==> config.mk <==
export PLATFORM = sky130hd
export DESIGN_NAME = toggle_arbiter
export DESIGN_NICKNAME = d
export VERILOG_FILES = /design/src/rtl/toggle_arbiter.sv
export SDC_FILE = /design/constraint.sdc
export NUM_CORES = 1
export LEC_CHECK = 0
export ABC_AREA = 1
export CAP_MARGIN = 20
export CORE_MARGIN = 2
export CORE_UTILIZATION = 56
export CTS_CLUSTER_SIZE = 20
export DETAILED_ROUTE_END_ITERATION = 8
export MAX_ROUTING_LAYER = met4
export PLACE_DENSITY_LB_ADDON = 0.15
export SYNTH_ARGS = -nofsm -noshare
export SYNTH_HDL_FRONTEND = slang
export SYNTH_SLANG_ARGS = --single-unit
==> constraint.sdc <==
create_clock -name clk -period 4.3 [get_ports clk]
set_input_delay 0.645 -clock clk [delete_from_list [all_inputs] [get_ports clk]]
set_output_delay 0.645 -clock clk [all_outputs]
set_load 0.1 [all_outputs]
==> src/rtl/toggle_arbiter.sv <==
// rtl/toggle_arbiter.sv - round-robin arbiter sharing one registered toggle output among N requesters
module toggle_arbiter #(
  parameter int N       = 4,
  parameter int BURST_W = 4
) (
  input  logic               clk,
  input  logic               rst_n,
  input  logic [N-1:0]       req,
  input  logic [BURST_W-1:0] burst_len,
  output logic [N-1:0]       grant,
  output logic               busy,
  output logic [N-1:0]       done,
  output logic               a
);

  localparam int PTR_W = (N > 1) ? $clog2(N) : 1;

  typedef enum logic [1:0] {
    IDLE  = 2'd0,
    GRANT = 2'd1,
    GAP   = 2'd2
  } state_t;

  state_t             state_q, state_d;
  logic [PTR_W-1:0]   ptr_q, ptr_d;
  logic [PTR_W-1:0]   owner_q, owner_d;
  logic [BURST_W-1:0] cnt_q, cnt_d;
  logic [N-1:0]       grant_q, grant_d;
  logic [N-1:0]       done_q, done_d;
  logic               a_q, a_d;

  logic               win_found;
  logic [PTR_W-1:0]   win_idx;
  logic [PTR_W:0]     scan_sum;
  logic [PTR_W-1:0]   scan_idx;
  logic [N-1:0]       win_onehot;
  logic [BURST_W-1:0] load_len;

  // Round-robin pick: first requester at or above the pointer, wrapping modulo N
  always_comb begin
    win_found = 1'b0;
    win_idx   = '0;
    scan_sum  = '0;
    scan_idx  = '0;
    for (int i = 0; i < N; i++) begin
      scan_sum = {1'b0, ptr_q} + (PTR_W+1)'(i);
      if (scan_sum >= (PTR_W+1)'(N)) begin
        scan_sum = scan_sum - (PTR_W+1)'(N);
      end
      scan_idx = scan_sum[PTR_W-1:0];
      if (!win_found && req[scan_idx]) begin
        win_found = 1'b1;
        win_idx   = scan_idx;
      end
    end
  end

  assign win_onehot = N'(1) << win_idx;
  // A zero burst length still yields one toggle
  assign load_len   = (burst_len == '0) ? BURST_W'(1) : burst_len;

  // Next-state logic: grant selection, toggling during the burst, one-cycle gap
  always_comb begin
    state_d = state_q;
    ptr_d   = ptr_q;
    owner_d = owner_q;
    cnt_d   = cnt_q;
    grant_d = grant_q;
    done_d  = '0;
    a_d     = a_q;
    unique case (state_q)
      IDLE: begin
        if (win_found) begin
          grant_d = win_onehot;
          owner_d = win_idx;
          cnt_d   = load_len;
          ptr_d   = (win_idx == PTR_W'(N-1)) ? '0 : win_idx + 1'b1;
          state_d = GRANT;
        end
      end
      GRANT: begin
        if (req[owner_q]) begin
          a_d   = ~a_q;
          cnt_d = cnt_q - 1'b1;
          if (cnt_q == BURST_W'(1)) begin
            grant_d = '0;
            done_d  = grant_q;
            state_d = GAP;
          end
        end else begin
          // Owner dropped its request: end the burst quietly, a keeps its value
          grant_d = '0;
          state_d = GAP;
        end
      end
      GAP: begin
        grant_d = '0;
        state_d = IDLE;
      end
      default: begin
        grant_d = '0;
        state_d = IDLE;
      end
    endcase
  end

  // State register with asynchronous reset
  always_ff @(posedge clk or negedge rst_n) begin
    if (!rst_n) begin
      state_q <= IDLE;
      ptr_q   <= '0;
      owner_q <= '0;
      cnt_q   <= '0;
      grant_q <= '0;
      done_q  <= '0;
      a_q     <= 1'b0;
    end else begin
      state_q <= state_d;
      ptr_q   <= ptr_d;
      owner_q <= owner_d;
      cnt_q   <= cnt_d;
      grant_q <= grant_d;
      done_q  <= done_d;
      a_q     <= a_d;
    end
  end

  assign grant = grant_q;
  assign done  = done_q;
  assign a     = a_q;
  assign busy  = (state_q != IDLE);

endmodule

==> impl_metrics.tcl, run 1 <==
set metrics [dict create \
    floorplan.initialDensity 0.606 \
    synth.top_cell.area_share 0.392 \
    share_comb_of_total_power 0.672 \
    critical_path.cell_chain "nor2_1 -> inv_1 -> clkdlybuf4s50_1" \
    finalCritPeriodShare 0.632 \
    utilization 0.720 \
    grt_pass1_vias 1006 \
    instances_no_fill 217 \
    syn_inst 169 \
    synth_top_area_cell "dfrtp_1" \
    sw_frac_of_total 0.570 \
    portBuffers 19 \
    grt_setup_unrepaired "no" \
    clk_pwr_share 0.078 \
    grt_first_pass_wirelength_um 4370 \
    seq_power_share 0.250 \
    critical_path.startpoint_type "flip-flop" \
    cts.clk_slew.worst_paths_ns 0.11 \
    power_per_cell_area_nw_per_um2 842 \
    grt-busiest-layer "met2" \
    internal_power_uw 522 \
    design.die.area_um2 2550 \
    clock_insertion_delay_worst_skew_ns 0.31 \
    final_net_count 207 \
    setup_total_negative_slack_ns 0 \
    post_cts_buffers 0 \
    cts_inserted_buffers 3 \
    met2_usage 0.395 \
    h_tree_depth_reported_by_cts 1 \
    post_cts.resized_instances 0 \
    post-place-ws_ns 1.78 \
    critPathKind "reg -> out" \
    grt_use_met1 0.291 \
    finalClockSkew_ns 0.00311 \
    critical_path.endpoint_type "output port" \
    critical_path.slowest_cell "clkdlybuf4s50_1" \
    p_leak_uw 0.000773 \
    die-height_um 50.5 \
    number_of_violations_reported_at_the_end_of_detailed_routing_iteration_0 37 \
    outcome "completed" \
    syn_avg_cell_area_um2 7.17 \
    slew_headroom 0.349 \
    clock_tree_from_tritoncts "yes" \
    cts-root-to-sink-buffers 2 \
    wire_per_inst_um 11.7 \
    fp-row-count 16 \
    clock-root-buffer "clkbuf_4" \
    drt-pass1-iter-count 4 \
    grt_start_max_net_pins 20 \
    timing.final.ws_setup_ns 1.58 \
    synthTopCellsByArea "dfrtp_1 (39%), nand2_1 (22%), ha_1 (6.2%), nand3_1 (6.2%), inv_1 (5.3%)" \
    routabilityCongestion 0.889 \
    worst-endpoint-arrival_ns 2.07 \
    grt_antenna_before_repair 0 \
    io_pins 20 \
    worst_pin_slew_ns 0.974 \
    postSynthNetCount 185 \
    ir_drop_uv 493 \
    rr_startpoint "ptr_q[0]" \
    highest_achievable_clock_rate_mhz 368 \
    synth.yosys.seq_area_share 0.392 \
    crit_start "state_q[0]" \
    post_synth_design_cell_area_um2 1210 \
    layout_min_cycle_time_ns 2.72 \
    synthesis.yosys.warnings 0 \
    cts_num_sinks 19 \
    final_antenna_net_count 0 \
    dr_total_vias 1110 \
    final_hold_viol_count 0 \
    synthToLayoutAreaGrowth_pct 18.9 \
    timing_max_transition_violations_final 0 \
    post_cts_hold_buffer_count 0 \
    grt.met3_usage 0.0655 \
    overall_track_demand_over_capacity_in_global_routing 0.237 \
    gr-total-overflow 0 \
    ys_seq_elements 19 \
    instance_count_after_placement_with_tap_cells_included 213 \
    detail_route.vias_per_cell 5.12 \
    final_common_cell "nand2_1" \
    worst_hold_startpoint "a" \
    worstPathRequired_ns 3.65 \
    antenna_cells 0 \
    wl_um 2540 \
    synth_cell_type_count 22 \
    timing.critical_path.slowest_cell_delay_ns 0.97 \
    timing.max_cap.violations 0 \
    worstPathMaxFanout 4 \
    core_area_um2 2000 \
    min-delay-path-class "reg -> reg" \
    report.final.setup_viol 0 \
    most-common-layout-cells "nand2_1 (71), dfrtp_1 (19), clkdlybuf4s50_1 (19), inv_1 (17), nand3_1 (15)" \
    netSwitchingPower_uw 692 \
    place.detailed.hpwl_um 1970 \
    residual_drc_count 0 \
    layout-drive-gt1-share 0.0947 \
    fp.dieW_um 50.5 \
]
[cell type report]
type,count,area (um^2)
clock buffer,3,22.5
tap,27,33.8
inverter,21,78.8
clock inverter,1,5.00
multi-input combinational,127,636
timing repair buffer,19,190
fill,152,561
sequential,19,475
[flip-flops by register name, summed over array words and instances, names as in the netlist]
register and cells:
cnt_q 4, ptr_q 2, owner_q 2, state_q 2, done 4, grant 4
a 1
[critical path, delay by kind of cell, from the launching register on]
family | cells | cell delay, ns
buffers and inverters | 2 | 1.04
DFF | 1 | 0.39
and+or+nand+nor | 1 | 0.33
[routing by layer]
metal | share of wire | wire (um)
met1 | 0.44 | 1130
met2 | 0.49 | 1240
met4 | 0.0079 | 20
met3 | 0.058 | 147
met5 | 0 | 0
[cells in the mapped netlist, drive strengths merged]
| master | count |
|---|---|
| nor2 | 11 |
| a21oi | 2 |
| ha | 6 |
| buf | 2 |
| nor4 | 1 |
| xor2 | 2 |
| o211ai | 1 |
| xnor2 | 1 |
| dfrtp | 19 |
| a31oi | 1 |
| nand3 | 16 |
| o21ai | 7 |
| nand2 | 77 |
| nand4 | 2 |
| inv | 21 |
[final timing paths]
path	cells past startpoint	slack (ns)	endpoint
min in group asynchronous	1	0.80	state_q[1]
setup / recovery	3	1.58	busy
hold / removal	1	0.47	a
max in group asynchronous	1	2.98	cnt_q[0]
setup reg to reg	11	2.19	ptr_q[1]
hold reg to reg	1	0.47	a
[power by group through the flow]
stage	clock network (uW)	logic (uW)	registers (uW)
3_5_place_dp	0	808	307
4_1_cts	98.3	813	303
3_3_place_gp	0	775	307
5_1_grt	103	914	314
6_report	94.5	816	304
2_1_floorplan	0	576	382
[cell families (layout without fill, tap and decap cells)]
logic type,count (synthesis),after routing,synth area share
DFF,19,19,0.392
buffers and inverters,23,44,0.0836
and+or+nand+nor,107,107,0.389
adders and majority gates,6,6,0.0619
AOI/OAI and AO/OA,11,11,0.0516
xor gates and xnor gates,3,3,0.0217
[through the flow]
step                hold WS [ns]  total power (uW)  cell area [um^2]
finish                     0.471              1210              1440
global route               0.491              1330              1440
CTS                        0.477              1210              1440
detailed placement         0.457              1110              1410
global placement           0.455              1080              1410
floorplan                  0.349               958              1210
Note: power is estimated with default switching activity, not from simulation.
==> run 2, diff against run 1 <==
--- a/config.mk
+++ b/config.mk
@@ -8,7 +8,7 @@
 export ABC_AREA = 1
 export CAP_MARGIN = 20
 export CORE_MARGIN = 2
-export CORE_UTILIZATION = 56
+export CORE_UTILIZATION = 47
 export CTS_CLUSTER_SIZE = 20
 export DETAILED_ROUTE_END_ITERATION = 8
 export MAX_ROUTING_LAYER = met4
==> constraint.sdc (replaced) <==
create_clock -name clk -period 2.5 [get_ports clk]
set_input_delay 0.375 -clock clk [delete_from_list [all_inputs] [get_ports clk]]
set_output_delay 0.375 -clock clk [all_outputs]
set_load 0.1 [all_outputs]
==> run 2 against run 1 <==
  * Sequential share of layout area up 0.49 points
  * Total power rose by 68%
  * Non-clock buffer count is the same
  * Hold slack better by 0.014 ns
==> impl_metrics.tcl, run 2 (same netlist as run 1, synthesis figures left out) <==
set metrics [dict create \
    outcome "completed" \
    setup_total_negative_slack_ns 0 \
    synthToLayoutAreaGrowth_pct 17.1 \
    timing.max_cap.violations 0 \
    floorplan.initialDensity 0.494 \
    h_tree_depth_reported_by_cts 1 \
    report.final.setup_viol 0 \
    finalClockSkew_ns 0.00577 \
    ir_drop_uv 846 \
    final_antenna_net_count 0 \
    wl_um 2440 \
    detail_route.vias_per_cell 4.98 \
    critPathKind "reg -> reg" \
    antenna_cells 0 \
    grt_pass1_vias 971 \
    core_area_um2 2450 \
    gr-total-overflow 0 \
    post_cts_hold_buffer_count 0 \
    grt_setup_unrepaired "no" \
    worst-endpoint-arrival_ns 2.32 \
    die-height_um 54.8 \
    clock_tree_from_tritoncts "yes" \
    layout_min_cycle_time_ns 2.08 \
    final.hold.worst_slack_ns 0.485 \
    post_cts.resized_instances 0 \
    worstPathMaxFanout 11 \
    fp-row-count 18 \
    place.detailed.hpwl_um 1930 \
    residual_drc_count 0 \
    power_per_cell_area_nw_per_um2 1440 \
    wire_per_inst_um 11.1 \
    timing.critical_path.mode_cell "nand2_1" \
    layout-drive-gt1-share 0.147 \
    filler_cell_count 240 \
    critical_path.startpoint_type "flip-flop" \
    clock-root-buffer "clkbuf_4" \
    final_hold_viol_count 0 \
    slew_headroom 0.430 \
    io_pins 20 \
    portBuffers 19 \
    critical_path.cell_chain "inv_2 -> nand2_1 -> nand2_1 -> nand2_1 -> nand2_1 -> nor2_4 -> nand3_1 -> nand3_1 -> inv_1 -> ha_1 -> o21ai_0" \
    final_common_cell "nand2_1" \
    cts_num_sinks 19 \
    routabilityCongestion 0.859 \
    design.die.area_um2 3000 \
    post-place-ws_ns 0.251 \
    finalCritPeriodShare 0.834 \
    cts.clk_slew.worst_paths_ns 0.11 \
    most-common-layout-cells "nand2_1 (71), dfrtp_1 (19), inv_1 (17), nand3_1 (15), buf_4 (10)" \
    grt_first_pass_wirelength_um 4040 \
    critical_path.slowest_cell "dfrtp_1" \
    number_of_violations_reported_at_the_end_of_detailed_routing_iteration_0 17 \
    final_net_count 207 \
    timing_max_transition_violations_final 0 \
    cts-root-to-sink-buffers 2 \
    clock_insertion_delay_worst_skew_ns 0.30 \
    dr_total_vias 1096 \
    drt-pass1-iter-count 4 \
    worst_pin_slew_ns 0.852 \
    grt_antenna_before_repair 0 \
    timing.critical_path.slowest_cell_delay_ns 0.59 \
    fp.dieW_um 54.8 \
    timing.final.ws_setup_ns 0.415 \
    overall_track_demand_over_capacity_in_global_routing 0.193 \
    critical_path.endpoint_type "flip-flop" \
    total_power_uw 2040 \
    highest_achievable_clock_rate_mhz 480 \
    grt_start_max_net_pins 20 \
    post_cts_buffers 0 \
    utilization 0.578 \
    p_leak_uw 0.000790 \
    min-delay-path-class "reg -> reg" \
    cts_inserted_buffers 3 \
    worstPathRequired_ns 2.73 \
]
## run 2: worst max-delay path, delay by kind of cell, from the launching register on
family / cells / cell delay [ns]
compound gates: 1 / 0.15
flops: 1 / 0.59
buf+inv: 2 / 0.25
simple gates: 7 / 0.74
fa+ha+maj: 1 / 0.28
## run 2: worst paths after layout
path / startpoint / endpoint / slack (ns) / cells past startpoint
worst min-delay path: a / a / 0.49 / 1
worst max-delay path: ptr_q[0] / ptr_q[1] / 0.42 / 11
worst min register to register: a / a / 0.49 / 1
worst max register to register: ptr_q[0] / ptr_q[1] / 0.42 / 11
max in group asynchronous: rst_n / cnt_q[0] / 1.43 / 1
min in group asynchronous: rst_n / grant[0] / 0.55 / 1
## run 2: layer usage
metal	GRT usage	wire length (um)	vias to the layer above
li1	-	-	571
met3	0.0601	107	2
met1	0.234	1140	503
met5	-	0	-
met2	0.312	1180	20
met4	0.0458	14	0
## run 2: per-stage QoR
stage	std cells	area, um^2
5_1_grt	220	1420
4_1_cts	220	1420
2_1_floorplan	169	1210
3_3_place_gp	216	1390
3_5_place_dp	216	1390
6_report	220	1420
## run 2: area by class of cell
type	count	area, um^2	area share
repair buffers	19	165	0.116
inverters	21	78.8	0.0555
clock inverters	1	5.00	0.00352
flip-flops and latches	19	475	0.335
multi-input cells	127	636	0.448
well taps	30	37.5	0.0264
clock buffers	3	22.5	0.0159
## run 2: power by group
group | internal, uW | switching [uW]
clock network | 59.7 | 97.0
logic | 401 | 955
registers | 419 | 108
